--- src/rtl/ground_scroll_scheduler.sv ---
// ground_scroll_scheduler
//   Per-frame sequencer for the two leap-frogging ground segments of the
//   scrolling horizon. It tracks the game state, owns both segment X offsets,
//   ramps the scroll speed over play time and publishes the current speed so
//   the obstacle and cloud delegates scroll in lock-step.
//
//   Optional feature: define ODOMETER_EN to build the 19-bit distance
//   accumulator. When it is left undefined, distance is tied to zero.
module ground_scroll_scheduler #(
    parameter int GROUND_W    = 2400,
    parameter int POS_W       = 13,
    parameter int SPEED_INIT  = 6,
    parameter int SPEED_STEP  = 1,
    parameter int SPEED_MAX   = 30,
    parameter int RAMP_FRAMES = 600
) (
    input  logic                    FrameClk,
    input  logic                    rst,
    input  logic [1:0]              gameState,
    output logic signed [POS_W-1:0] seg1X,
    output logic signed [POS_W-1:0] seg2X,
    output logic [5:0]              speed,
    output logic                    running,
    output logic [15:0]             distance
);

    typedef enum logic [1:0] {
        ST_IDLE   = 2'b00,
        ST_RUN    = 2'b01,
        ST_FREEZE = 2'b10
    } state_t;

    typedef enum logic [1:0] {
        GS_READY    = 2'b00,
        GS_PLAYING  = 2'b01,
        GS_GAMEOVER = 2'b10,
        GS_RESERVED = 2'b11
    } game_t;

    localparam int CNT_W = (RAMP_FRAMES > 1) ? $clog2(RAMP_FRAMES) : 1;

    localparam logic signed [POS_W-1:0] GW       = POS_W'(GROUND_W);
    localparam logic signed [POS_W-1:0] NEG_GW   = -GW;
    localparam logic [5:0]              SPD_INIT = 6'(SPEED_INIT);
    localparam logic [6:0]              SPD_MAX  = 7'(SPEED_MAX);
    localparam logic [6:0]              SPD_STEP = 7'(SPEED_STEP);
    localparam logic [CNT_W-1:0]        CNT_LAST = CNT_W'(RAMP_FRAMES - 1);

    state_t                  state;
    logic [CNT_W-1:0]        ramp_cnt;

    game_t                   gs;
    logic                    want_play;
    logic                    want_over;
    logic                    want_ready;
    logic                    scroll_en;
    logic                    reinit;

    logic signed [POS_W-1:0] spd_s;
    logic signed [POS_W-1:0] nx1;
    logic signed [POS_W-1:0] nx2;
    logic signed [POS_W-1:0] nxt1;
    logic signed [POS_W-1:0] nxt2;
    logic                    wrap1;
    logic                    wrap2;

    logic                    ramp_wrap;
    logic [6:0]              spd_sum;
    logic [5:0]              spd_ramped;
    logic [CNT_W-1:0]        cnt_next;

    // Decode the game-state request and derive the per-edge actions.
    always_comb begin
        gs         = game_t'(gameState);
        want_play  = (gs == GS_PLAYING);
        want_over  = (gs == GS_GAMEOVER);
        want_ready = (gs == GS_READY) || (gs == GS_RESERVED);
        // Only an edge that both starts and stays in RUN moves the ground.
        scroll_en  = (state == ST_RUN) && want_play;
        // Reset values are reloaded while idling, on the edge back to IDLE,
        // and on a direct restart out of FREEZE.
        reinit     = (state == ST_IDLE)
                   || ((state == ST_RUN) && want_ready)
                   || ((state == ST_FREEZE) && (want_play || want_ready));
    end

    // Next segment positions, including the leap-frog placement.
    always_comb begin
        spd_s = signed'({{(POS_W-6){1'b0}}, speed});
        nx1   = seg1X - spd_s;
        nx2   = seg2X - spd_s;
        wrap1 = (nx1 <= NEG_GW);
        wrap2 = (nx2 <= NEG_GW);
        nxt1  = nx1;
        nxt2  = nx2;
        // A segment that slides fully off the left is re-placed against the
        // other segment's new position, so the pair never gaps or overlaps.
        // seg1 is resolved first so a double wrap still chains cleanly.
        if (wrap1) begin
            nxt1 = nx2 + GW;
            if (wrap2) begin
                nxt2 = nxt1 + GW;
            end
        end else if (wrap2) begin
            nxt2 = nx1 + GW;
        end
    end

    // Ramp counter wrap and the saturated speed increment.
    always_comb begin
        ramp_wrap = (ramp_cnt == CNT_LAST);
        cnt_next  = ramp_wrap ? '0 : ramp_cnt + CNT_W'(1);
        spd_sum   = {1'b0, speed} + SPD_STEP;
        spd_ramped = (spd_sum > SPD_MAX) ? SPD_MAX[5:0] : spd_sum[5:0];
    end

    // Scheduler FSM with registered positions, speed and running flag.
    always_ff @(posedge FrameClk or posedge rst) begin
        if (rst) begin
            state    <= ST_IDLE;
            seg1X    <= '0;
            seg2X    <= GW;
            speed    <= SPD_INIT;
            running  <= 1'b0;
            ramp_cnt <= '0;
        end else begin
            if (reinit) begin
                seg1X    <= '0;
                seg2X    <= GW;
                speed    <= SPD_INIT;
                ramp_cnt <= '0;
            end else if (scroll_en) begin
                // The scroll on a ramp edge still uses the old speed.
                seg1X    <= nxt1;
                seg2X    <= nxt2;
                ramp_cnt <= cnt_next;
                if (ramp_wrap) begin
                    speed <= spd_ramped;
                end
            end

            case (state)
                ST_IDLE: begin
                    if (want_play) begin
                        state   <= ST_RUN;
                        running <= 1'b1;
                    end
                end
                ST_RUN: begin
                    if (want_over) begin
                        state   <= ST_FREEZE;
                        running <= 1'b0;
                    end else if (want_ready) begin
                        state   <= ST_IDLE;
                        running <= 1'b0;
                    end
                end
                ST_FREEZE: begin
                    if (want_play) begin
                        state   <= ST_RUN;
                        running <= 1'b1;
                    end else if (want_ready) begin
                        state   <= ST_IDLE;
                    end
                end
                default: begin
                    state   <= ST_IDLE;
                    running <= 1'b0;
                end
            endcase
        end
    end

`ifdef ODOMETER_EN
    logic [18:0] odo_acc;
    logic [18:0] odo_next;
    logic [19:0] odo_sum;

    // Saturating add of this frame's scroll distance.
    always_comb begin
        odo_sum  = {1'b0, odo_acc} + 20'(speed);
        odo_next = odo_sum[19] ? '1 : odo_sum[18:0];
    end

    // Odometer accumulator: cleared with the other run state, held in FREEZE.
    always_ff @(posedge FrameClk or posedge rst) begin
        if (rst) begin
            odo_acc <= '0;
        end else if (reinit) begin
            odo_acc <= '0;
        end else if (scroll_en) begin
            odo_acc <= odo_next;
        end
    end

    assign distance = odo_acc[18:3];
`else
    assign distance = '0;
`endif

endmodule

--- config.mk ---
export PLATFORM = sky130hd
export DESIGN_NAME = ground_scroll_scheduler
export DESIGN_NICKNAME = d
export VERILOG_FILES = /design/src/rtl/ground_scroll_scheduler.sv
export SDC_FILE = /design/constraint.sdc
export NUM_CORES = 1
export LEC_CHECK = 0
export ABC_AREA = 1
export BUFFER_PORTS_ARGS = -buffer_cell sky130_fd_sc_hd__buf_4
export CAP_MARGIN = 20
export CORE_MARGIN = 2
export CORE_UTILIZATION = 39
export DETAILED_ROUTE_END_ITERATION = 16
export HOLD_SLACK_MARGIN = 0.08
export PLACE_DENSITY = 0.64
export REMOVE_ABC_BUFFERS = 1
export SYNTH_ARGS = -nofsm -noshare
export SYNTH_HDL_FRONTEND = slang
export SYNTH_SLANG_ARGS = --single-unit
--- constraint.sdc ---
create_clock -name FrameClk -period 3.3 [get_ports FrameClk]
set_clock_uncertainty 0.1 [all_clocks]
set_input_delay 0.66 -clock FrameClk [delete_from_list [all_inputs] [get_ports FrameClk]]
set_output_delay 0.66 -clock FrameClk [all_outputs]
set_load 0.01 [all_outputs]
==> flow_summary_export.csv <==
group,metric,value,unit
run_status,outcome,"finished, final reports clean",
setup_path,worst_r2r_path_depth,18,
synth,postSynth.asyncResetShare,100.0,%
clocking,cts_root_buf,"clkbuf_8",
setup_path,timing.critical_path.fanout_max,9,
floorplanning,initial_core_util,39.47,%
placed_design,place.port_buffers,36,
clocking,cts_hold_repair.buffers,0,
floorplanning,core_area,10750,µm²
cells_and_area,fin_util,44.90,%
drt,drt_pre_antenna_iters,4,
run,drv.max_cap_violation_count,0,
power_and_ir_drop,power_density,234.7,nW/µm²
sta,hold_viol_final,0,
clocking,cts.reportedPaths.clkPinSlew,100,ps
global_routing,globalRouteOverflowTotal,0,
sta,finalSetupViolCount,0,
clocking,cts.path.max_buffers,2,
synth,synth_top_flop_cell,"dfrtp_1",
setup_path,timing.critical_path.required,3360,ps
sta,final_min_period_over_clock_period,92.19,%
hold_path,timing.hold.worst.class,"in -> async",
synth,synth_top_area_cell,"dfrtp_1",
synth,synth_top_cells_by_count,"209 x nand2_1, 87 x inv_1, 72 x nand3_1, 49 x nor2_1, 39 x dfrtp_1",
drt,detail_route.wl_per_cell,13.55,µm
synth,yosys_register_bits,45,
floorplanning,core.rowCount,38,
synth,synth_top_area_share,23.01,%
synth,synth_edf_count,0,
drt,totalWireLength,11530,µm
cells_and_area,area_of_combinational_cells_with_multiple_inputs,2690,µm²
power_and_ir_drop,report.power.total,1.133,mW
setup_path,timing_worst_setup_path_type,"reg -> reg",
synth,syn-instance-count,665,
global_routing,antenna_found_initial,0,
synth,yosysWarnings,0,
power_and_ir_drop,power.static_leakage,2.461,nW
cells_and_area,filler_cell_count,1125,
floorplanning,die_height,108.3,µm
sta,rsz0062_at_grt,"yes",
synth,post_synth_main_area_contributors,"dfrtp_1 23%, nand2_1 18%, nand3_1 8.5%",
drt,postRouteAntennaNets,0,
drt,first_iter_violations,244,
setup_path,end_kind,"register",
sta,drv_slew,0,
setup_path,cp_data_arrival_time,3100,ps
setup_path,startpoint_type,"register",
cells_and_area,finalNetCount,736,
placed_design,dp.cells,839,
floorplanning,floorplan.die_area,11730,µm²
clocking,cts_num_sinks,45,
placed_design,detailedPlacementHpwl,9017,µm
global_routing,first_global_vias,4272,
placed_design,placedInstanceArea,4633,µm²
floorplanning,floorplan.io_pins,53,
cells_and_area,final_cells,851,
global_routing,largest_net_degree_at_the_start_of_global_routing,46,
drt,vias,4351,
global_routing,grt.total_usage,21.30,%
synth,most_numerous_cell_in_the_yosys_netlist,"nand2_1",
clocking,clk-insertion-delay-late,310,ps
cells_and_area,insertedDiodeCount,0,
cells_and_area,syn_to_final_growth,13.75,%
synth,post_synth.cell_area_avg,6.378,µm²
cells_and_area,finish.instance_area,4825,µm²
global_routing,grt_first_pass_wirelength,20030,µm
floorplanning,dieWidth,108.3,µm
sta,fmaxAchievable,328.7,MHz
synth,post_synth_num_cell_types,43,
clocking,tritoncts.num_buffers,5,
power_and_ir_drop,power.ir.vdd_worst,0.1304,mV
synth,ys_seq_area_share,26.73,%
clocking,tritoncts_clock_tree,"yes",
sta,slew_headroom,52.24,%
cells_and_area,ff_latch_area,1134,µm²
placed_design,finalWeightedCongestion,0.9216,
drt,drc_errors,0,
drt,viasPerCell,5.113,
sta,worst_slew_pin_slew,708.8,ps
clocking,htree_num_levels,2,
sta,min_period,3042,ps
cells_and_area,layout_cells_sized_above_1,16.60,%
synth,synth_area,4242,µm²
per-stage QoR:
step	worst slack (ps)	setup TNS, ps	hold WS, ps
global route	-13.11	-21.61	204.1
floorplan	461.4	0	385.2
CTS	20.43	0	438.3
detailed placement	53.60	0	415.8
finish	257.7	0	180.2
global placement	111.4	0	399.0
timing repair:
action,CTS,global route
setup buffers,0,3
gates resized for setup,0,17
setup endpoints to repair,0,26
final timing paths:
check | start | to | slack [ps]
max | speed[5]$_DFFE_PP0P_ | seg1X[7]$_DFFE_PP0P_ | 260
min | rst | seg2X[10]$_DFFE_PP0P_ | 180
max reg2reg | speed[5]$_DFFE_PP0P_ | seg1X[7]$_DFFE_PP0P_ | 260
min reg2reg | ramp_cnt[1]$_DFFE_PP0P_ | ramp_cnt[1]$_DFFE_PP0P_ | 440
max in group asynchronous | rst | seg2X[5]$_DFFE_PP1P_ | 2380
min in group FrameClk | ramp_cnt[1]$_DFFE_PP0P_ | ramp_cnt[1]$_DFFE_PP0P_ | 440
cells by family after synthesis:
logic type,Yosys count,synth area share (%)
other cells,1,0.08841
xor+xnor,13,2.684
flops,45,26.73
compound gates,73,10.24
simple gates,391,41.09
fa+ha+maj,22,6.844
buf+inv,120,12.33
metal layers:
| layer | global-route usage, % | wire (µm) | vias up |
|---|---|---|---|
| met2 | 35.62 | 5233 | 146 |
| met3 | 2.652 | 629 | 13 |
| met1 | 29.32 | 5498 | 1984 |
| met4 | 5.128 | 169 | 0 |
| met5 | 0 | 0 | - |
| li1 | - | - | 2208 |
final cells by class:
| cell class | count | area share, % |
|---|---|---|
| clock buffers | 6 | 1.712 |
| clock inverters | 2 | 0.3631 |
| inverters | 96 | 7.469 |
| multi-input cells | 515 | 55.76 |
| flip-flops and latches | 45 | 23.50 |
| well taps | 140 | 3.631 |
| repair buffers | 47 | 7.573 |
state kept, by name, indices dropped and copies added, names as in the netlist:
signal and cells:
state 2, running 1, ramp_cnt 10, speed 6
seg1X 13, seg2X 13
report_power, final:
part | leakage (nW) | total [mW] | switching (mW) | internal (mW)
clock | 0.0518 | 0.391 | 0.217 | 0.174
combinational | 1.80 | 0.175 | 0.121 | 0.0544
sequential | 0.604 | 0.566 | 0.00707 | 0.559
worst max-delay path, cell delays in order (launching register included):
cell	delay [ps]
dfrtp_1	420
inv_1	230
ha_1	350
nand2_1	110
inv_1	60
nand4_1	100
nand3_1	90
nand2_1	80
nand2_1	80
ha_1	220
inv_1	80
nand2_2	70
nand2_2	90
nand3_1	90
nand3_1	140
nand2_4	100
buf_4	160
o21ai_0	180
o21ai_0	130
placed cells by master, fill, tap and decap left out, drive strengths merged, types with 3 or more instances in the layout:
master	n
o21ai	31
inv	97
ha	20
xor2	9
a21oi	24
nand3	74
nand4	16
o22ai	4
nand2	227
xnor2	4
buf	47
nor4	3
conb	16
clkbuf	6
o211ai	6
nor3	7
dfstp	6
dfrtp	39
nor2	57
Note: power is estimated with default switching activity, not from simulation.
